==> config.mk <==
export PLATFORM = sky130hd
export DESIGN_NAME = gshare_btb_predictor
export DESIGN_NICKNAME = d
export VERILOG_FILES = /design/src/rtl/gshare_btb_predictor.sv
export SDC_FILE = /design/constraint.sdc
export NUM_CORES = 2
export LEC_CHECK = 0
export CAP_MARGIN = 20
export CORE_MARGIN = 4
export CORE_UTILIZATION = 50
export DETAILED_ROUTE_END_ITERATION = 7
export GPL_TIMING_DRIVEN = 0
export PLACE_DENSITY = 0.67
export SLEW_MARGIN = 20
export SYNTH_ARGS = -nofsm -noshare
export SYNTH_HDL_FRONTEND = slang
export SYNTH_SLANG_ARGS = --single-unit
==> constraint.sdc <==
create_clock -name clk -period 10.9 [get_ports clk]
set_clock_uncertainty 0.15 [all_clocks]
set_input_delay 2.18 -clock clk [delete_from_list [all_inputs] [get_ports clk]]
set_output_delay 2.18 -clock clk [all_outputs]
set_load 0.02 [all_outputs]
==> src/rtl/gshare_btb_predictor.sv <==
// gshare direction predictor with a direct-mapped BTB, speculative global history
// and a post-reset walk that sets every PHT counter to weakly-not-taken.
module gshare_btb_predictor #(
   parameter int PC_WIDTH   = 32,
   parameter int INDEX_BITS = 8,
   parameter int GHR_BITS   = 8,
   parameter int BTB_BITS   = 4,
   parameter int PERF_WIDTH = 32
) (
   input  logic                  clk,
   input  logic                  rst_n,
   input  logic                  pred_valid_i,
   input  logic [PC_WIDTH-1:0]   pred_pc_i,
   input  logic [6:0]            pred_opcode_i,
   output logic                  pred_ready_o,
   output logic                  pred_taken_o,
   output logic [PC_WIDTH-1:0]   pred_target_o,
   output logic [GHR_BITS-1:0]   pred_ghr_o,
   input  logic                  upd_valid_i,
   input  logic [PC_WIDTH-1:0]   upd_pc_i,
   input  logic [GHR_BITS-1:0]   upd_ghr_i,
   input  logic                  upd_cond_i,
   input  logic                  upd_taken_i,
   input  logic [PC_WIDTH-1:0]   upd_target_i,
   input  logic                  upd_mispred_i,
   output logic [PERF_WIDTH-1:0] perf_mispred_o
);

   localparam int PHT_DEPTH = 1 << INDEX_BITS;
   localparam int BTB_DEPTH = 1 << BTB_BITS;
   localparam int TAG_W     = PC_WIDTH - BTB_BITS - 2;

   localparam logic [6:0]            OP_BRANCH = 7'b1100011;
   localparam logic [6:0]            OP_JAL    = 7'b1101111;
   localparam logic [6:0]            OP_JALR   = 7'b1100111;
   localparam logic [INDEX_BITS-1:0] WALK_LAST = {INDEX_BITS{1'b1}};
   localparam logic [INDEX_BITS-1:0] WALK_ONE  = INDEX_BITS'(1'b1);
   localparam logic [PERF_WIDTH-1:0] PERF_MAX  = {PERF_WIDTH{1'b1}};
   localparam logic [PERF_WIDTH-1:0] PERF_ONE  = PERF_WIDTH'(1'b1);
   localparam logic [PC_WIDTH-1:0]   PC_STEP   = PC_WIDTH'(3'd4);

   typedef enum logic {
      ST_INIT = 1'b0,
      ST_RUN  = 1'b1
   } state_t;

   function automatic logic [1:0] ctr_next(input logic [1:0] ctr, input logic taken);
      logic [1:0] nxt;
      if (taken) begin
         nxt = (ctr == 2'b11) ? ctr : ctr + 2'b01;
      end else begin
         nxt = (ctr == 2'b00) ? ctr : ctr - 2'b01;
      end
      return nxt;
   endfunction

   function automatic logic [INDEX_BITS-1:0] pht_index(input logic [INDEX_BITS-1:0] pc_word,
                                                       input logic [GHR_BITS-1:0]   ghr);
      return pc_word ^ INDEX_BITS'(ghr);
   endfunction

   function automatic logic [GHR_BITS-1:0] ghr_push(input logic [GHR_BITS-1:0] ghr, input logic dir);
      logic [GHR_BITS:0] ext;
      ext = {ghr, dir};
      return ext[GHR_BITS-1:0];
   endfunction

   state_t                  state_r;
   logic [INDEX_BITS-1:0]   walk_r;
   logic                    ready_r;
   logic [GHR_BITS-1:0]     ghr_r;
   logic [PERF_WIDTH-1:0]   perf_r;

   logic [1:0]              pht_r     [PHT_DEPTH];
   logic [BTB_DEPTH-1:0]    btb_valid_r;
   logic [TAG_W-1:0]        btb_tag_r [BTB_DEPTH];
   logic [PC_WIDTH-1:0]     btb_tgt_r [BTB_DEPTH];

   logic                    run_s;
   logic [INDEX_BITS-1:0]   pred_idx_s;
   logic [BTB_BITS-1:0]     pred_bidx_s;
   logic [1:0]              pred_ctr_s;
   logic                    pred_hit_s;
   logic                    pred_dir_s;
   logic                    pred_taken_s;
   logic [PC_WIDTH-1:0]     pred_target_s;
   logic                    pred_is_cond_s;
   logic [INDEX_BITS-1:0]   upd_idx_s;
   logic [BTB_BITS-1:0]     upd_bidx_s;
   logic [1:0]              upd_ctr_s;
   logic                    unused_pc_lsb_s;

   assign unused_pc_lsb_s = ^upd_pc_i[1:0];

   // Prediction lookup: PHT and BTB are read in the same cycle as the fetch
   always_comb begin
      run_s          = (state_r == ST_RUN);
      pred_idx_s     = pht_index(pred_pc_i[INDEX_BITS+1:2], ghr_r);
      pred_bidx_s    = pred_pc_i[BTB_BITS+1:2];
      pred_ctr_s     = pht_r[pred_idx_s];
      pred_hit_s     = btb_valid_r[pred_bidx_s] &&
                       (btb_tag_r[pred_bidx_s] == pred_pc_i[PC_WIDTH-1:BTB_BITS+2]);
      pred_is_cond_s = (pred_opcode_i == OP_BRANCH);
      case (pred_opcode_i)
         OP_BRANCH:        pred_dir_s = pred_hit_s && pred_ctr_s[1];
         OP_JAL, OP_JALR:  pred_dir_s = pred_hit_s;
         default:          pred_dir_s = 1'b0;
      endcase
      pred_taken_s = pred_valid_i && run_s && pred_dir_s;
      if (!run_s) begin
         pred_target_s = {PC_WIDTH{1'b0}};
      end else if (pred_hit_s) begin
         pred_target_s = btb_tgt_r[pred_bidx_s];
      end else begin
         pred_target_s = pred_pc_i + PC_STEP;
      end
   end

   // Training lookup: old counter at the resolved branch's index
   always_comb begin
      upd_idx_s  = pht_index(upd_pc_i[INDEX_BITS+1:2], upd_ghr_i);
      upd_bidx_s = upd_pc_i[BTB_BITS+1:2];
      upd_ctr_s  = pht_r[upd_idx_s];
   end

   assign pred_ready_o   = ready_r;
   assign pred_taken_o   = pred_taken_s;
   assign pred_target_o  = pred_target_s;
   assign pred_ghr_o     = ghr_r;
   assign perf_mispred_o = perf_r;

   // Init walk FSM: one PHT entry per clock, then predictions become valid
   always_ff @(posedge clk or negedge rst_n) begin
      if (!rst_n) begin
         state_r <= ST_INIT;
         walk_r  <= {INDEX_BITS{1'b0}};
         ready_r <= 1'b0;
      end else begin
         case (state_r)
            ST_INIT: begin
               walk_r <= walk_r + WALK_ONE;
               if (walk_r == WALK_LAST) begin
                  state_r <= ST_RUN;
                  ready_r <= 1'b1;
               end else begin
                  state_r <= ST_INIT;
                  ready_r <= 1'b0;
               end
            end
            ST_RUN: begin
               state_r <= ST_RUN;
               ready_r <= 1'b1;
            end
            default: begin
               state_r <= ST_INIT;
               walk_r  <= {INDEX_BITS{1'b0}};
               ready_r <= 1'b0;
            end
         endcase
      end
   end

   // PHT storage: no reset so it can map onto RAM; the init walk clears it
   always_ff @(posedge clk) begin
      if (state_r == ST_INIT) begin
         pht_r[walk_r] <= 2'b01;
      end else if (upd_valid_i && upd_cond_i) begin
         pht_r[upd_idx_s] <= ctr_next(upd_ctr_s, upd_taken_i);
      end
   end

   // BTB valid bits: only taken resolutions allocate, nothing evicts
   always_ff @(posedge clk or negedge rst_n) begin
      if (!rst_n) begin
         btb_valid_r <= {BTB_DEPTH{1'b0}};
      end else if (run_s && upd_valid_i && upd_taken_i) begin
         btb_valid_r[upd_bidx_s] <= 1'b1;
      end
   end

   // BTB tag and target payload
   always_ff @(posedge clk) begin
      if (run_s && upd_valid_i && upd_taken_i) begin
         btb_tag_r[upd_bidx_s] <= upd_pc_i[PC_WIDTH-1:BTB_BITS+2];
         btb_tgt_r[upd_bidx_s] <= upd_target_i;
      end
   end

   // Speculative history: recovery from a mispredict overrides the fetch shift
   always_ff @(posedge clk or negedge rst_n) begin
      if (!rst_n) begin
         ghr_r <= {GHR_BITS{1'b0}};
      end else if (upd_valid_i && upd_mispred_i) begin
         ghr_r <= upd_cond_i ? ghr_push(upd_ghr_i, upd_taken_i) : upd_ghr_i;
      end else if (pred_valid_i && run_s && pred_is_cond_s) begin
         ghr_r <= ghr_push(ghr_r, pred_taken_s);
      end
   end

   // Saturating mispredict counter
   always_ff @(posedge clk or negedge rst_n) begin
      if (!rst_n) begin
         perf_r <= {PERF_WIDTH{1'b0}};
      end else if (upd_valid_i && upd_mispred_i && (perf_r != PERF_MAX)) begin
         perf_r <= perf_r + PERF_ONE;
      end
   end

endmodule

==> run summary <==
Nets -> 3830
CTS Sinks -> 1505
Hold depth -> 1
Gp weighted congestion -> 0.947
Register area share after synthesis -> 71.8%
# fillers -> 8977
Hold Vio Cnt, Final -> 0
Latest clock arrival within the worst-skew pair -> 0.79 ns
Leading area contributor after synthesis -> edfxtp_1
Reg-to-Reg Start -> pred_ghr_o[1]
Area share of the largest cell type after synthesis -> 69.2%
Worst hold path class -> reg -> reg
Pwr dens -> 169 mW/mm²
H-tree levels -> 4
Die width -> 362 µm
Synth area leaders -> edfxtp_1 (69%), mux4_2 (16%), dfrtp_1 (2.6%)
DR iter-0 viols -> 5126
Slew Limit Fails -> 0
Multi-input logic area -> 0.0169 mm²
Core box area -> 0.124 mm²
Most frequent cell after synthesis -> edfxtp_1
FF+latch area -> 0.0449 mm²
Initial DRT Pass Iterations -> 6
Status -> completed
Max Cap Violations -> 0
Yosys cell types -> 59
Post-synthesis cell area -> 0.0625 mm²
Avg Inst Size Synth -> 19.3 µm²
Routed vias -> 35500
Die ar. -> 0.131 mm²
CTS tree -> yes
Post-route clock period utilization -> 96.7%
Syn Inst Count -> 3248
Layout cells sized above 1 -> 24.6%
Peak supply drop -> 0.170 mV
Worst reg2reg path depth -> 10
WS Path Type -> in -> out
Vias in the first global route -> 35400
Final setup vio count -> 0
Post-DP HPWL -> 121000 µm
Drt total wl -> 180000 µm
IO Pins -> 192
Critical Path Fanout Max -> 10
Die Ht -> 362 µm
Hold EP -> btb_valid_r[15]
Worst endpoint required time -> 8.57 ns
Total grt overflow -> 0
Hold_buf cts -> 0
Largest net degree at the start of global routing -> 37
Cts bufs inserted -> 156
Via density -> 6.49
DRC errors left -> 0
Post-synth EDFFs -> 1440
Critical Path Start Type -> input port
Global-route wire length before repair -> 256000 µm
Routed WL per cell -> 32.9 µm
Slew Limit Headroom -> 15.0%
Leakage -> 23.3 nW
Synth top cells by count -> edfxtp_1 (1440), mux4_2 (450), nor2_1 (353), nand2_1 (138), mux2i_1 (105)
Period minus WS final -> 10.54 ns
Register bit total from synthesis -> 1505
Actual slew at the worst max-slew pin -> 1.27 ns
Asr flop ratio synth -> 4.32%
Main synth FF type -> edfxtp_1
Longest Clk Path Bufs -> 3
Synth-to-layout area growth -> 17.8%
Fmax -> 94.9 MHz
Post-Syn Nets -> 3369
Yosys Warn Count -> 0
Row count -> 129
# Post-CTS Setup Buffers -> 3
Crit path DAT -> 8.21 ns
Worst flop-to-flop path endpoint -> pred_ghr_o[0]
CP Capture Type -> primary output
Hold Startpoint -> btb_valid_r[15]
RSZ-0062 raised after global routing -> no
Initial antenna violation count -> 12
DRT antenna net count -> 0
Post-route setup TNS -> 0 ns
R2r setup slk -> 5.79 ns
CTS clock-pin slew for the worst setup and hold paths -> 0.06 ns
IO buf count -> 181
Initial Utilization -> 50.4%
CTS Root Cell -> clkbuf_16
Total GRT Usage -> 27.6%
Hold_ws -> 0.313 ns
Post-CTS sizing -> 0
## sequential cells by signal, summed over array words and instances (netlist names)
register	cells
pred_ghr_o	8
pred_ready_o	1
btb_tag_r	416
btb_tgt_r	512
btb_valid_r	16
perf_mispred_o	32
pht_r	512
walk_r	8
## power breakdown
group	internal, mW	switching, mW
clock	2.94	2.22
sequential	6.31	0.0268
combinational	0.348	0.592
total	9.60	2.84
## cell usage in the layout, fill, tap and decap left out, types with 61 or more instances in the layout
cell type,Yosys,final
clkbuf_1,91,121
clkbuf_16,0,159
clkdlybuf4s50_1,0,180
dfrtp_1,65,65
edfxtp_1,1440,1440
mux2i_1,105,105
mux4_2,450,450
nand2_1,138,138
nand3_1,61,61
nor2_1,353,341
xnor2_1,78,76
## critical path, cell delays in order
cell,delay [ns]
clkdlybuf4s50_1,0.70
buf_2,0.41
xor2_1,0.24
buf_2,0.48
buf_1,0.92
buf_1,0.90
mux4_2,0.43
mux2i_1,0.40
o22ai_1,0.18
a311oi_1,0.26
o31a_1,0.37
a211oi_2,0.11
clkdlybuf4s50_1,0.58
## how the worst max path moves through the flow
stage | cells after the start | start | slack, ns | end
2_1_floorplan | 13 | upd_pc_i[2] | 1.11 | pht_r[0][1]
3_3_place_gp | 11 | upd_ghr_i[1] | -6.06 | pht_r[138][1]
3_5_place_dp | 14 | pred_pc_i[3] | -0.17 | pred_target_o[2]
4_1_cts | 18 | pred_pc_i[3] | 0.45 | pred_target_o[5]
5_1_grt | 18 | pred_pc_i[3] | 0.19 | pred_target_o[5]
6_report | 13 | pred_pc_i[3] | 0.36 | pred_taken_o
## metal layers
metal  part of all wire, %  vias up  track usage, %
met4                   3.4        6            9.06
met2                    46     2377            42.3
li1                      -    14200               -
met1                    38    18500            38.9
met3                    12      388            7.71
met5                 0.021        -               0
## layout make-up
| cell class | instances | share of cell area [%] |
|---|---|---|
| multi-input cells | 1553 | 23.0 |
| diodes | 10 | 0.0340 |
| plain buffers | 183 | 1.24 |
| inverters | 7 | 0.0357 |
| clock inverters | 73 | 0.951 |
| clock buffers | 201 | 5.70 |
| flip-flops and latches | 1505 | 60.9 |
| repair buffers | 303 | 5.39 |
| well taps | 1637 | 2.78 |
## cell families after synthesis
family	synth area share (%)
flops	71.8
simple gates	4.70
mux	17.9
compound gates	2.37
buf+inv	1.48
xor+xnor	1.70
fa+ha+maj	0.0600
## through the flow
| step | total power, mW | area, µm² | cells | util (%) | setup slack, ns |
|---|---|---|---|---|---|
| finish | 12.4 | 73700 | 5472 | 59.4 | 0.361 |
| detailed placement | 7.39 | 68700 | 5184 | 55.4 | -0.165 |
| global placement | 7.36 | 66400 | 5066 | 53.6 | -6.06 |
| global route | 12.8 | 73600 | 5464 | 59.4 | 0.189 |
| floorplan | 6.96 | 62500 | 3248 | - | 1.11 |
| CTS | 12.5 | 73600 | 5461 | 59.4 | 0.449 |
(Power assumes the default switching activity.)
